==> config.mk <==
export PLATFORM = sky130hd
export DESIGN_NAME = datapath_core
export DESIGN_NICKNAME = d
export VERILOG_FILES = /design/src/rtl/datapath_core.sv
export SDC_FILE = /design/constraint.sdc
export NUM_CORES = 1
export LEC_CHECK = 0
export ABC_AREA = 1
export CAP_MARGIN = 40
export CORE_MARGIN = 8
export CORE_UTILIZATION = 52
export DETAILED_ROUTE_END_ITERATION = 6
export PLACE_DENSITY = 0.82
export SETUP_SLACK_MARGIN = 0.02
export SYNTH_ARGS = -nofsm -noshare
export SYNTH_HDL_FRONTEND = slang
export SYNTH_SLANG_ARGS = --single-unit
==> constraint.sdc <==
create_clock -name clk -period 1.8 [get_ports clk]
set_input_delay 0.27 -clock clk [delete_from_list [all_inputs] [get_ports clk]]
set_output_delay 0.27 -clock clk [all_outputs]
set_load 0.05 [all_outputs]
==> src/rtl/datapath_core.sv <==
// Register file, PC, MAR, SP and flags around one combinational bus; zero-latency register updates.
// Sticky bus_err / sp_wrap flags report illegal bus selects, bad register indices and stack wrap.
module datapath_core #(
  parameter int                    DATA_WIDTH   = 8,
  parameter int                    ADDR_WIDTH   = 16,
  parameter int                    NUM_REGS     = 4,
  parameter logic [ADDR_WIDTH-1:0] RESET_VECTOR = 16'hF000,
  parameter logic [DATA_WIDTH-1:0] SP_INIT      = 8'hFF,
  parameter logic [DATA_WIDTH-1:0] STACK_PAGE   = 8'h01
) (
  input  logic                  clk,
  input  logic                  reset,
  input  logic [2:0]            bus_src,
  input  logic [3:0]            src_idx,
  input  logic [3:0]            dst_idx,
  input  logic                  reg_we,
  input  logic [DATA_WIDTH-1:0] mem_data_in,
  input  logic [DATA_WIDTH-1:0] alu_result,
  input  logic                  alu_z,
  input  logic                  alu_c,
  input  logic                  alu_n,
  input  logic [1:0]            flag_mode,
  input  logic                  pc_inc,
  input  logic                  pc_load_lo,
  input  logic                  pc_load_hi,
  input  logic                  pc_load_vec,
  input  logic [2:0]            mar_src,
  input  logic                  sp_inc,
  input  logic                  sp_dec,
  input  logic                  err_clr,
  output logic [DATA_WIDTH-1:0] bus_out,
  output logic [DATA_WIDTH-1:0] reg0_out,
  output logic [ADDR_WIDTH-1:0] mem_address,
  output logic [ADDR_WIDTH-1:0] pc_out,
  output logic [DATA_WIDTH-1:0] sp_out,
  output logic [2:0]            flags_out,
  output logic                  bus_err,
  output logic                  sp_wrap
);

  if (ADDR_WIDTH != 2 * DATA_WIDTH) begin : g_bad_addr_width
    $error("datapath_core: ADDR_WIDTH must equal 2*DATA_WIDTH");
  end
  if (NUM_REGS < 2 || NUM_REGS > 16) begin : g_bad_num_regs
    $error("datapath_core: NUM_REGS must be in 2..16");
  end

  localparam logic [ADDR_WIDTH-1:0] PC_ONE = 1;
  localparam logic [DATA_WIDTH-1:0] SP_ONE = 1;

  logic [DATA_WIDTH-1:0] r_regs [NUM_REGS];
  logic [ADDR_WIDTH-1:0] r_pc;
  logic [ADDR_WIDTH-1:0] r_mar;
  logic [DATA_WIDTH-1:0] r_sp;
  logic [2:0]            r_flags;
  logic                  r_bus_err;
  logic                  r_sp_wrap;

  logic [DATA_WIDTH-1:0] w_bus;
  logic [DATA_WIDTH-1:0] w_reg_rd;
  logic                  w_src_ok;
  logic                  w_dst_ok;
  logic                  w_err_set;
  logic                  w_sp_up;
  logic                  w_sp_dn;
  logic                  w_wrap_set;

  assign w_src_ok = int'(src_idx) < NUM_REGS;
  assign w_dst_ok = int'(dst_idx) < NUM_REGS;

  always_comb begin
    w_reg_rd = '0;
    for (int i = 0; i < NUM_REGS; i++) begin
      if (src_idx == 4'(i)) w_reg_rd = r_regs[i];
    end
  end

  always_comb begin
    w_bus = '0;
    case (bus_src)
      3'd1:    w_bus = mem_data_in;
      3'd2:    w_bus = alu_result;
      3'd3:    w_bus = w_src_ok ? w_reg_rd : '0;
      3'd4:    w_bus = r_pc[DATA_WIDTH-1:0];
      3'd5:    w_bus = r_pc[ADDR_WIDTH-1:DATA_WIDTH];
      3'd6:    w_bus = r_sp;
      default: w_bus = '0;
    endcase
  end

  assign w_err_set  = (bus_src == 3'd7) || (bus_src == 3'd3 && !w_src_ok) || (reg_we && !w_dst_ok);
  // Simultaneous inc and dec cancel, so neither can flag a wrap.
  assign w_sp_up    = sp_inc && !sp_dec;
  assign w_sp_dn    = sp_dec && !sp_inc;
  assign w_wrap_set = (w_sp_dn && r_sp == '0) || (w_sp_up && r_sp == '1);

  always_ff @(posedge clk or negedge reset) begin
    if (!reset) begin
      for (int i = 0; i < NUM_REGS; i++) r_regs[i] <= '0;
    end else begin
      for (int i = 0; i < NUM_REGS; i++) begin
        if (reg_we && dst_idx == 4'(i)) r_regs[i] <= w_bus;
      end
    end
  end

  always_ff @(posedge clk or negedge reset) begin
    if (!reset) begin
      r_pc <= RESET_VECTOR;
    end else if (pc_load_vec) begin
      r_pc <= RESET_VECTOR;
    end else if (pc_load_lo || pc_load_hi) begin
      if (pc_load_lo) r_pc[DATA_WIDTH-1:0]          <= w_bus;
      if (pc_load_hi) r_pc[ADDR_WIDTH-1:DATA_WIDTH] <= w_bus;
    end else if (pc_inc) begin
      r_pc <= r_pc + PC_ONE;
    end
  end

  always_ff @(posedge clk or negedge reset) begin
    if (!reset) begin
      r_mar <= '0;
    end else begin
      case (mar_src)
        3'd1:    r_mar <= r_pc;
        3'd2:    r_mar[ADDR_WIDTH-1:DATA_WIDTH] <= w_bus;
        3'd3:    r_mar[DATA_WIDTH-1:0] <= w_bus;
        3'd4:    r_mar <= {STACK_PAGE, r_sp};
        default: r_mar <= r_mar;
      endcase
    end
  end

  always_ff @(posedge clk or negedge reset) begin
    if (!reset) begin
      r_sp      <= SP_INIT;
      r_sp_wrap <= 1'b0;
      r_bus_err <= 1'b0;
      r_flags   <= 3'b000;
    end else begin
      if (w_sp_up)      r_sp <= r_sp + SP_ONE;
      else if (w_sp_dn) r_sp <= r_sp - SP_ONE;
      r_sp_wrap <= w_wrap_set || (r_sp_wrap && !err_clr);
      r_bus_err <= w_err_set  || (r_bus_err && !err_clr);
      case (flag_mode)
        2'd1:    r_flags <= {alu_n, alu_c, alu_z};
        2'd2:    r_flags <= {w_bus[DATA_WIDTH-1], 1'b0, (w_bus == '0)};
        default: r_flags <= r_flags;
      endcase
    end
  end

  assign bus_out     = w_bus;
  assign reg0_out    = r_regs[0];
  assign mem_address = r_mar;
  assign pc_out      = r_pc;
  assign sp_out      = r_sp;
  assign flags_out   = r_flags;
  assign bus_err     = r_bus_err;
  assign sp_wrap     = r_sp_wrap;

endmodule

After elaboration in Yosys (flattened, before gate mapping)
Cells that the tools add are included.
{"block": "totals", "reg_bits": 77, "latch_bits": 0, "ram_bits": 0, "romBits": 0, "in_bits": 45, "output_inout_bits": 61, "wordCells": 89, "memories": 0}
{"block": "classes", "n_addsub": 3, "multipliers": 0, "n_div": 0, "order_cmp": 2, "n_eq_ne": 22, "shifts": 0, "muxes": 16, "n_bitwise": 0, "n_reduce_logical": 34}
{"operator": "$mux 8", "n": 9}
{"operator": "$mux 16", "n": 3}
{"operator": "$pmux 8 s3", "n": 2}
{"operator": "$pmux 8 s6", "n": 1}
{"operator": "$add 16x1->16 const B", "n": 1}
{"operator": "$eq 4x2->1 const B", "n": 4}
{"operator": "$logic_not 8->1", "n": 2}
{"operator": "$eq 3x3->1 const B", "n": 5}
{"operator": "$eq 3x2->1 const B", "n": 4}
{"operator": "$logic_and 1x1->1", "n": 12}
{"operator": "$reduce_bool 3->1", "n": 3}
{"operator": "$add 8x1->8 const B", "n": 1}
{"operator": "$eq 4x1->1 const B", "n": 2}
{"operator": "$eq 8x8->1 const B", "n": 1}
{"operator": "$logic_not 4->1", "n": 2}
{"operator": "$lt 4x3->1 const B", "n": 2}
{"operator": "$sub 8x1->8 const B", "n": 1}
{"operator": "$eq 3x1->1 const B", "n": 2}
{"operator": "$logic_or 1x1->1", "n": 6}
{"operator": "$ne 3x3->1 const B", "n": 2}
{"operator": "$pmux 3 s2", "n": 1}
{"operator": "$logic_not 1->1", "n": 5}
{"operator": "$reduce_and 2->1", "n": 2}
{"operator": "$reduce_bool 2->1", "n": 2}
{"operator": "other kinds (2)", "n": 2}

Longest topological paths before layout
Gate-level depths: netlist (run 1).
{"block": "depth", "word_depth": 10, "depth_mapped": 13, "depth_no_buf": 12}

Least setup slack after synthesis (run 1)
No wires, ideal clock.
{"block": "synth_timing", "path_kind": "flip-flop to flip-flop", "from": "register r_pc[0], in the netlist pc_out[0]", "to": "register r_pc[14], in the netlist pc_out[14]", "setup_ns": 0.060, "arrival_time_ns": 1.910, "t_required_ns": 1.740, "setup_slack_ns": -0.169, "path_stages_with_launch": 12, "path_buffers": 0, "synth_period_minus_slack_ns": 1.969, "path_cell_list": "dfrtp_1 > ha_1 > nand3_1 > nor2_1 > nand2_1 > inv_1 > nand2_1 > o21ai_0 > nand3_1 > o211ai_1 > o21ai_0 > inv_1"}
{"block": "synth_between", "elab_chain_cells": 4}
{"element": "from (decl)", "line": "52", "rtl": "logic [ADDR_WIDTH-1:0] r_pc;"}
{"element": "from (signal, indexed assignment)", "line": "113", "rtl": "if (pc_load_lo) r_pc[DATA_WIDTH-1:0] <= w_bus;"}
{"element": "from (signal, indexed assignment)", "line": "114", "rtl": "if (pc_load_hi) r_pc[ADDR_WIDTH-1:DATA_WIDTH] <= w_bus;"}
{"element": "from (signal assigned)", "line": "116", "rtl": "r_pc <= r_pc + PC_ONE;"}
{"element": "$add 16x1->16", "line": "116"}
{"element": "$mux 16", "line": "115", "rtl": "end else if (pc_inc) begin"}
{"element": "$mux 16", "line": "112", "rtl": "end else if (pc_load_lo || pc_load_hi) begin"}
{"element": "$mux 16", "line": "110", "rtl": "end else if (pc_load_vec) begin"}
Every way passes these cells. The select of a mux whose other input is x is not followed.
A chain may end at the register's enable or synchronous reset.

Worst setup path after layout (run 1)
{"block": "layout_timing", "from": "register r_pc[8], in the netlist pc_out[8]", "to": "output bus_out[0]"}
{"block": "layout_between", "elab_chain_cells": 1}
{"element": "$pmux 8 s6", "line": "80", "rtl": "case (bus_src)"}
{"element": "to (decl)", "line": "31", "rtl": "output logic [DATA_WIDTH-1:0] bus_out,"}
Every way passes these cells.

==> results.yml, run 1 <==
run_status:
  status: "complete, but fails checks"
  violations: "negative setup slack"
timing:
  rsz0062_at_grt: "yes"
  finalWorstSetupSlack_ns: -0.118
  hold_violations: 0
  fmax_mhz: 521
  skew_ns: 0.0147
  worst_slew_pin_slew_ns: 0.330
  slew_headroom_pct: 77.7
  hold_slack_ns: 0.275
  post-route-period-util_pct: 107
  period_minus_slack_ns: 1.92
  maxSlewViolCount: 0
  finalSetupViolations: 8
synth:
  yosysWarnings: 0
  synth-async-reset-ratio_pct: 100
  synth_seq_cells: 77
  synth_flop_cell: "dfrtp_1"
  synth.distinct_cells: 38
  synth_area_leaders: "dfrtp_1, nand2_1, inv_1, nand3_1, dfstp_2"
  syn_inst: 677
  syn_area_per_cell_um2: 7.20
  yosysTopAreaCell: "dfrtp_1"
  synth-compound-area-share_pct: 15.1
  synth_top_family_by_area: "simple AND/OR/NAND/NOR gates"
  synth_fa_ha_area_share_pct: 2.98
  yosys.area_share.xor_xnor_pct: 1.62
  synth_nets: 733
  synth_edf_count: 0
  synthMuxAreaShare_pct: 0.462
  seq_area_frac_synth_pct: 39.8
  yosysTopAreaCellShare_pct: 33.4
  yosys.area_share.simple_pct: 29.2
  netlist_area_um2: 4870
layout:
  final_nets: 966
  area_growth_pct: 56.1
  final_cells: 1026
  stdcell_area_um2: 7610
  n_antenna_cell: 0
  drive_gt1_share_pct: 38.6
routing:
  drc: 0
  antenna_left: 0
  vias: 5964
  wl_per_cell_um: 19.4
  wirelength_um: 19900
  firstDrtPassIters: 5
  vias_per_cell: 5.81
  drt-initial-drc-count: 595
placement:
  numPortBuffers: 105
  dp.cells: 963
  placedInstanceArea_um2: 6660
  hpwlAfterDp_um: 13900
  gp_routability_congestion: 0.934
  pre_cts_ws_ns: -0.624
clocking:
  insertion_delay_ns: 0.38
  cts_buffer_depth: 2
  cts.htree.levels: 3
  clk_pin_slew_worst_paths_ns: 0.09
  ctsRootBufferMaster: "clkbuf_8"
  clock_sinks: 77
  cts_made_buffers: 9
  cts_tree: "built"
power_and_ir_drop:
  p_total_mw: 8.76
  vdd_drop_max_uv: 1160
  p_leak_nw: 3.73
  cellPowerDensity_nw_per_um2: 1150
floorplanning:
  ios: 106
  dieWidth_um: 113
  initial_utilization_pct: 53.2
  num_rows: 35
  core_um2: 9150
  fp.dieH_um: 113
  die-area_um2: 12700
critical_path:
  crit_fanout: 2
  crit_family: "flip-flops"
  cp.required_ns: 1.53
  endpoint_kind: "output port"
  crit_path_top_delay_cell: "dfrtp_2"
  cpPeakStageDelay_ns: 0.44
  worstPathCellList: "inv_2 -> nor2_2 -> a21oi_2 -> nand3b_1 -> nor2_4 -> clkinvlp_4 -> buf_8"
  cp-start-kind: "flip-flop"
  r2r_slack_ns: 0
  crit_type: "flip-flop to output port"
  worstPathArrival_ns: 1.65
  critical_path_buf_inv_count: 3
hold_path:
  worstHoldPathType: "input port to async pin"
flow_run:
  drv_cap: 0
grt:
  antenna_found_initial: 0
  grt_max_degree: 45
  grt_pass1_wl_um: 30400
  grt_pass1_vias: 5924
  grt-ovfl-total: 0
  globalRouteTotalUtil_pct: 30.3
[cells by family (layout without fill, tap and decap cells)]
logic type      count (synthesis)  after routing
buf+inv                       128            366
flops                          77             77
xor+xnor                        9              9
simple gates                  319            319
compound gates                131            131
fa+ha+maj                      11             11
mux                             2              2
[per-layer routing]
metal | wire [um] | GRT usage, % | up-vias
met5 | 0 | 0 | -
met4 | 1120 | 16.6 | 0
met3 | 1820 | 6.28 | 104
met2 | 9470 | 49.8 | 374
met1 | 7490 | 36.4 | 2813
li1 | - | - | 2673
[Yosys cell counts, types with 6 or more instances]
cell,count
xor2_1,7
nand3_1,64
nor2_2,9
dfrtp_1,65
o21ai_0,48
nand4_1,9
o22ai_1,7
o21ai_1,12
ha_1,10
buf_2,6
buf_4,10
dfstp_2,12
nor2_1,71
inv_2,12
a22oi_1,7
nand2_1,148
a21oi_1,39
inv_1,95
[state kept, by name, indices dropped and copies added, names as in the netlist]
signal	cells
mem_address	16
r_regs	24
sp_out	8
bus_err	1
pc_out	16
flags_out	3
sp_wrap	1
reg0_out	8
[power by group]
group	leakage, nW	total [mW]	switching, mW	internal, mW
sequential	0.927	2.51	0.295	2.21
clock	0.110	1.53	0.741	0.788
combinational	2.69	4.72	2.81	1.90
[worst reg2reg max path: stages (launching register included)]
cell and delay (ns):
dfstp_4 0.64, buf_6 0.10, ha_4 0.20, a21oi_2 0.12, nand2_1 0.09, nand4_1 0.09, o211ai_1 0.11, a21oi_1 0.18
o21ai_1 0.09, nand2_1 0.07, nand2_1 0.05
[area by class of cell]
| cell class | count | area [um^2] |
|---|---|---|
| Clock buffer | 9 | 124 |
| Clock inverter | 7 | 98.8 |
| Fill cell | 588 | 1550 |
| Inverter | 107 | 415 |
| Multi-Input combinational cell | 472 | 2730 |
| Sequential cell | 77 | 1950 |
| Tap cell | 111 | 139 |
| Timing Repair Buffer | 242 | 2140 |
| Timing Repair inverter | 1 | 7.51 |
[cells in the final DEF, fill, tap and decap left out, types with 5 or more instances in the layout]
master	instances
buf_4	172
nand2_1	135
inv_1	73
dfrtp_1	58
nor2_1	56
nand3_1	50
o21ai_0	41
a21oi_1	35
clkdlybuf4s50_1	34
inv_2	30
o21ai_1	18
nor2_2	15
buf_12	13
nand2_2	11
nand3_2	11
dfstp_2	11
nor2_4	10
nand4_1	9
clkbuf_8	9
a22oi_1	7
xor2_1	7
dfrtp_2	7
buf_6	7
o21a_1	5
ha_4	5
ha_1	5
buf_8	5
[through the flow]
stage	utilization [%]	setup TNS, ns
global placement	72.8	-24.06
finish	83.1	-0.444
detailed placement	72.8	-26.62
floorplan	-	0
global route	83.1	-0.882
CTS	80.6	-0.341
[repair_timing]
| action | in CTS | in global routing |
|---|---|---|
| endpoints found under the hold margin | 22 | 0 |
| pin swaps | 28 | 25 |
| buffers inserted | 28 | 16 |
| hold buffers | 1 | 0 |
| setup endpoints to repair | 43 | 33 |
| resized for setup | 101 | 50 |
| gates cloned | 2 | 0 |
[final timing paths]
path,from,cells past startpoint,endpoint
worst max-delay path,pc_out[8]$_DFFE_PN0P_,7,bus_out[0]
worst min-delay path,reset,2,r_regs[9]$_DFFE_PN0P_
worst max register to register,sp_out[2]$_DFFE_PN1P_,10,sp_out[7]$_DFFE_PN1P_
worst min register to register,mem_address[12]$_DFFE_PN0P_,2,mem_address[12]$_DFFE_PN0P_
max in group asynchronous,reset,3,sp_out[6]$_DFFE_PN1P_
min in group clk,alu_c,3,flags_out[1]$_DFFE_PN0P_
No activity file was read; power rests on OpenSTA's default activity.
==> inputs of run 2 (changes only) <==
CORE_UTILIZATION = 64   (was 52)
DONT_BUFFER_PORTS = 1   (was default)
MAX_ROUTING_LAYER = met4   (was default)
PLACE_DENSITY = 0.8   (was 0.82)
SETUP_SLACK_MARGIN = 0.1   (was 0.02)
==> results.yml, run 2 (synthesis results as in run 1) <==
grt:
  grt_max_degree: 78
  grt_pass1_vias: 5163
  antenna_found_initial: 0
  grt-ovfl-total: 0
  globalRouteTotalUtil_pct: 35.7
  grt_pass1_wl_um: 27700
routing:
  vias_per_cell: 6.34
  firstDrtPassIters: 6
  antenna_left: 0
  vias: 5606
  wl_per_cell_um: 21.7
  wirelength_um: 19200
  drt-initial-drc-count: 482
  drc: 0
power_and_ir_drop:
  p_int_mw: 4.40
  power_frac_comb_pct: 47.9
  cellPowerDensity_nw_per_um2: 1240
  vdd_drop_max_uv: 1520
  switchingPower_mw: 3.71
  seqPwrFrac_pct: 35.1
  p_leak_nw: 3.14
  pwr-share-clk_pct: 17.0
  swShare_pct: 45.7
  p_total_mw: 8.11
run_status:
  status: "complete, but fails checks"
  violations: "negative hold slack, negative setup slack"
floorplanning:
  num_rows: 32
  dieWidth_um: 103
  fp.dieH_um: 103
  initial_utilization_pct: 64.4
  ios: 106
  core_um2: 7570
  die-area_um2: 10700
layout:
  n_antenna_cell: 0
  layout_common_cells: "nand2_1, buf_4, inv_1"
  drive_gt1_share_pct: 33.8
  stdcell_area_um2: 6530
  top_register: "r_regs"
  layout_commonest_cell: "nand2_1"
  largest_register_ffs: 24
  area_growth_pct: 34.0
  final_nets: 833
critical_path:
  crit_family: "flip-flops"
  crit_fanout: 5
  cpMostUsedCell: "nand2_1"
  worstPathArrival_ns: 2.26
  cpPeakStageDelay_ns: 0.62
  endpoint_kind: "flip-flop"
  crit_type: "flip-flop to flip-flop"
  crit_path_top_delay_cell: "dfstp_4"
  critical_path_buf_inv_count: 2
  cp-start-kind: "flip-flop"
  r2r_slack_ns: -0.18
  cp.required_ns: 2.08
  worstPathCellList: "buf_4 -> ha_4 -> nand2_1 -> inv_1 -> nand4_1 -> o211ai_1 -> a21oi_1 -> o21ai_1 -> nand2_1 -> nand2_1"
placement:
  numPortBuffers: 0
  hpwlAfterDp_um: 12800
  gp_routability_congestion: 1.07
  placedInstanceArea_um2: 5600
timing:
  worst_slew_pin_slew_ns: 0.519
  setup_tns_ns: -0.660
  finalSetupViolations: 9
  post-route-period-util_pct: 110
  maxSlewViolCount: 0
  hold_slack_ns: -0.412
  skew_ns: 0.0158
  rsz0062_at_grt: "yes"
  fmax_mhz: 504
  slew_headroom_pct: 65.4
  hold_violations: 77
  finalWorstSetupSlack_ns: -0.184
  period_minus_slack_ns: 1.98
hold_path:
  worstHoldPathType: "input port to async pin"
clocking:
  cts.htree.levels: 3
  cts_tree: "built"
  cts_buffer_depth: 2
  clk_pin_slew_worst_paths_ns: 0.09
  insertion_delay_ns: 0.36
  clock_sinks: 77
  ctsRootBufferMaster: "clkbuf_8"
  cts_made_buffers: 9
flow_run:
  drv_cap: 0
run 2: cell type report:
cell class / count / area (um^2)
Fill cell: 418 / 1030
Clock buffer: 12 / 155
Multi-Input combinational cell: 472 / 2830
Sequential cell: 77 / 1970
Timing Repair Buffer: 110 / 975
Tap cell: 102 / 128
Clock inverter: 4 / 47.5
Inverter: 107 / 427
run 2: power groups by stage:
stage | Combinational (mW) | Clock, mW | Sequential, mW
floorplan | 1.56 | 0 | 3.34
global placement | 2.83 | 0 | 2.88
detailed placement | 2.92 | 0 | 2.90
CTS | 3.53 | 1.35 | 2.81
global route | 4.07 | 1.45 | 2.88
finish | 3.88 | 1.38 | 2.85
run 2: worst register-to-register path, delay by kind of cell, from the launching register on:
family          cells  cell delay, ns
fa+ha+maj           1            0.21
buf+inv             2            0.21
compound gates      3            0.52
simple gates        4            0.36
flops               1            0.62
run 2: per-layer routing:
metal	vias up	part of all wire, %	GRT usage, %
met4	0	7.4	20.1
met5	-	0	-
met2	476	46	56.0
met1	2574	34	40.6
li1	2417	-	-
met3	139	12	9.97
run 2: repair_timing:
action                     CTS  global route
pin swaps                   35            37
setup endpoints to repair   13            35
setup buffers               30            21
resized for setup           50            69
hold endpoints to repair    77            77
run 2: final timing paths:
kind	cells after the start	end	startpoint
worst max-delay path	10	sp_out[7]$_DFFE_PN1P_	sp_out[6]$_DFFE_PN1P_
worst min-delay path	0	reg0_out[0]$_DFFE_PN0P_	reset
worst max register to register	10	sp_out[7]$_DFFE_PN1P_	sp_out[6]$_DFFE_PN1P_
worst min register to register	1	r_regs[4]$_DFFE_PN0P_	r_regs[4]$_DFFE_PN0P_
max in group asynchronous	0	sp_out[5]$_DFFE_PN1P_	reset
min in group clk	1	bus_err$_DFF_PN0_	reg_we
run 2: per-stage QoR:
stage	setup slack, ns	hold slack [ns]	util [%]	instances
after floorplan	0.0641	-0.0256	-	677
after global routing	-0.233	-0.423	86.3	884
final	-0.184	-0.412	86.3	884
after global placement	0.0347	-0.0234	74.0	826
after CTS	-0.0672	-0.408	81.9	872
after detailed placement	-0.0190	-0.0233	74.0	826
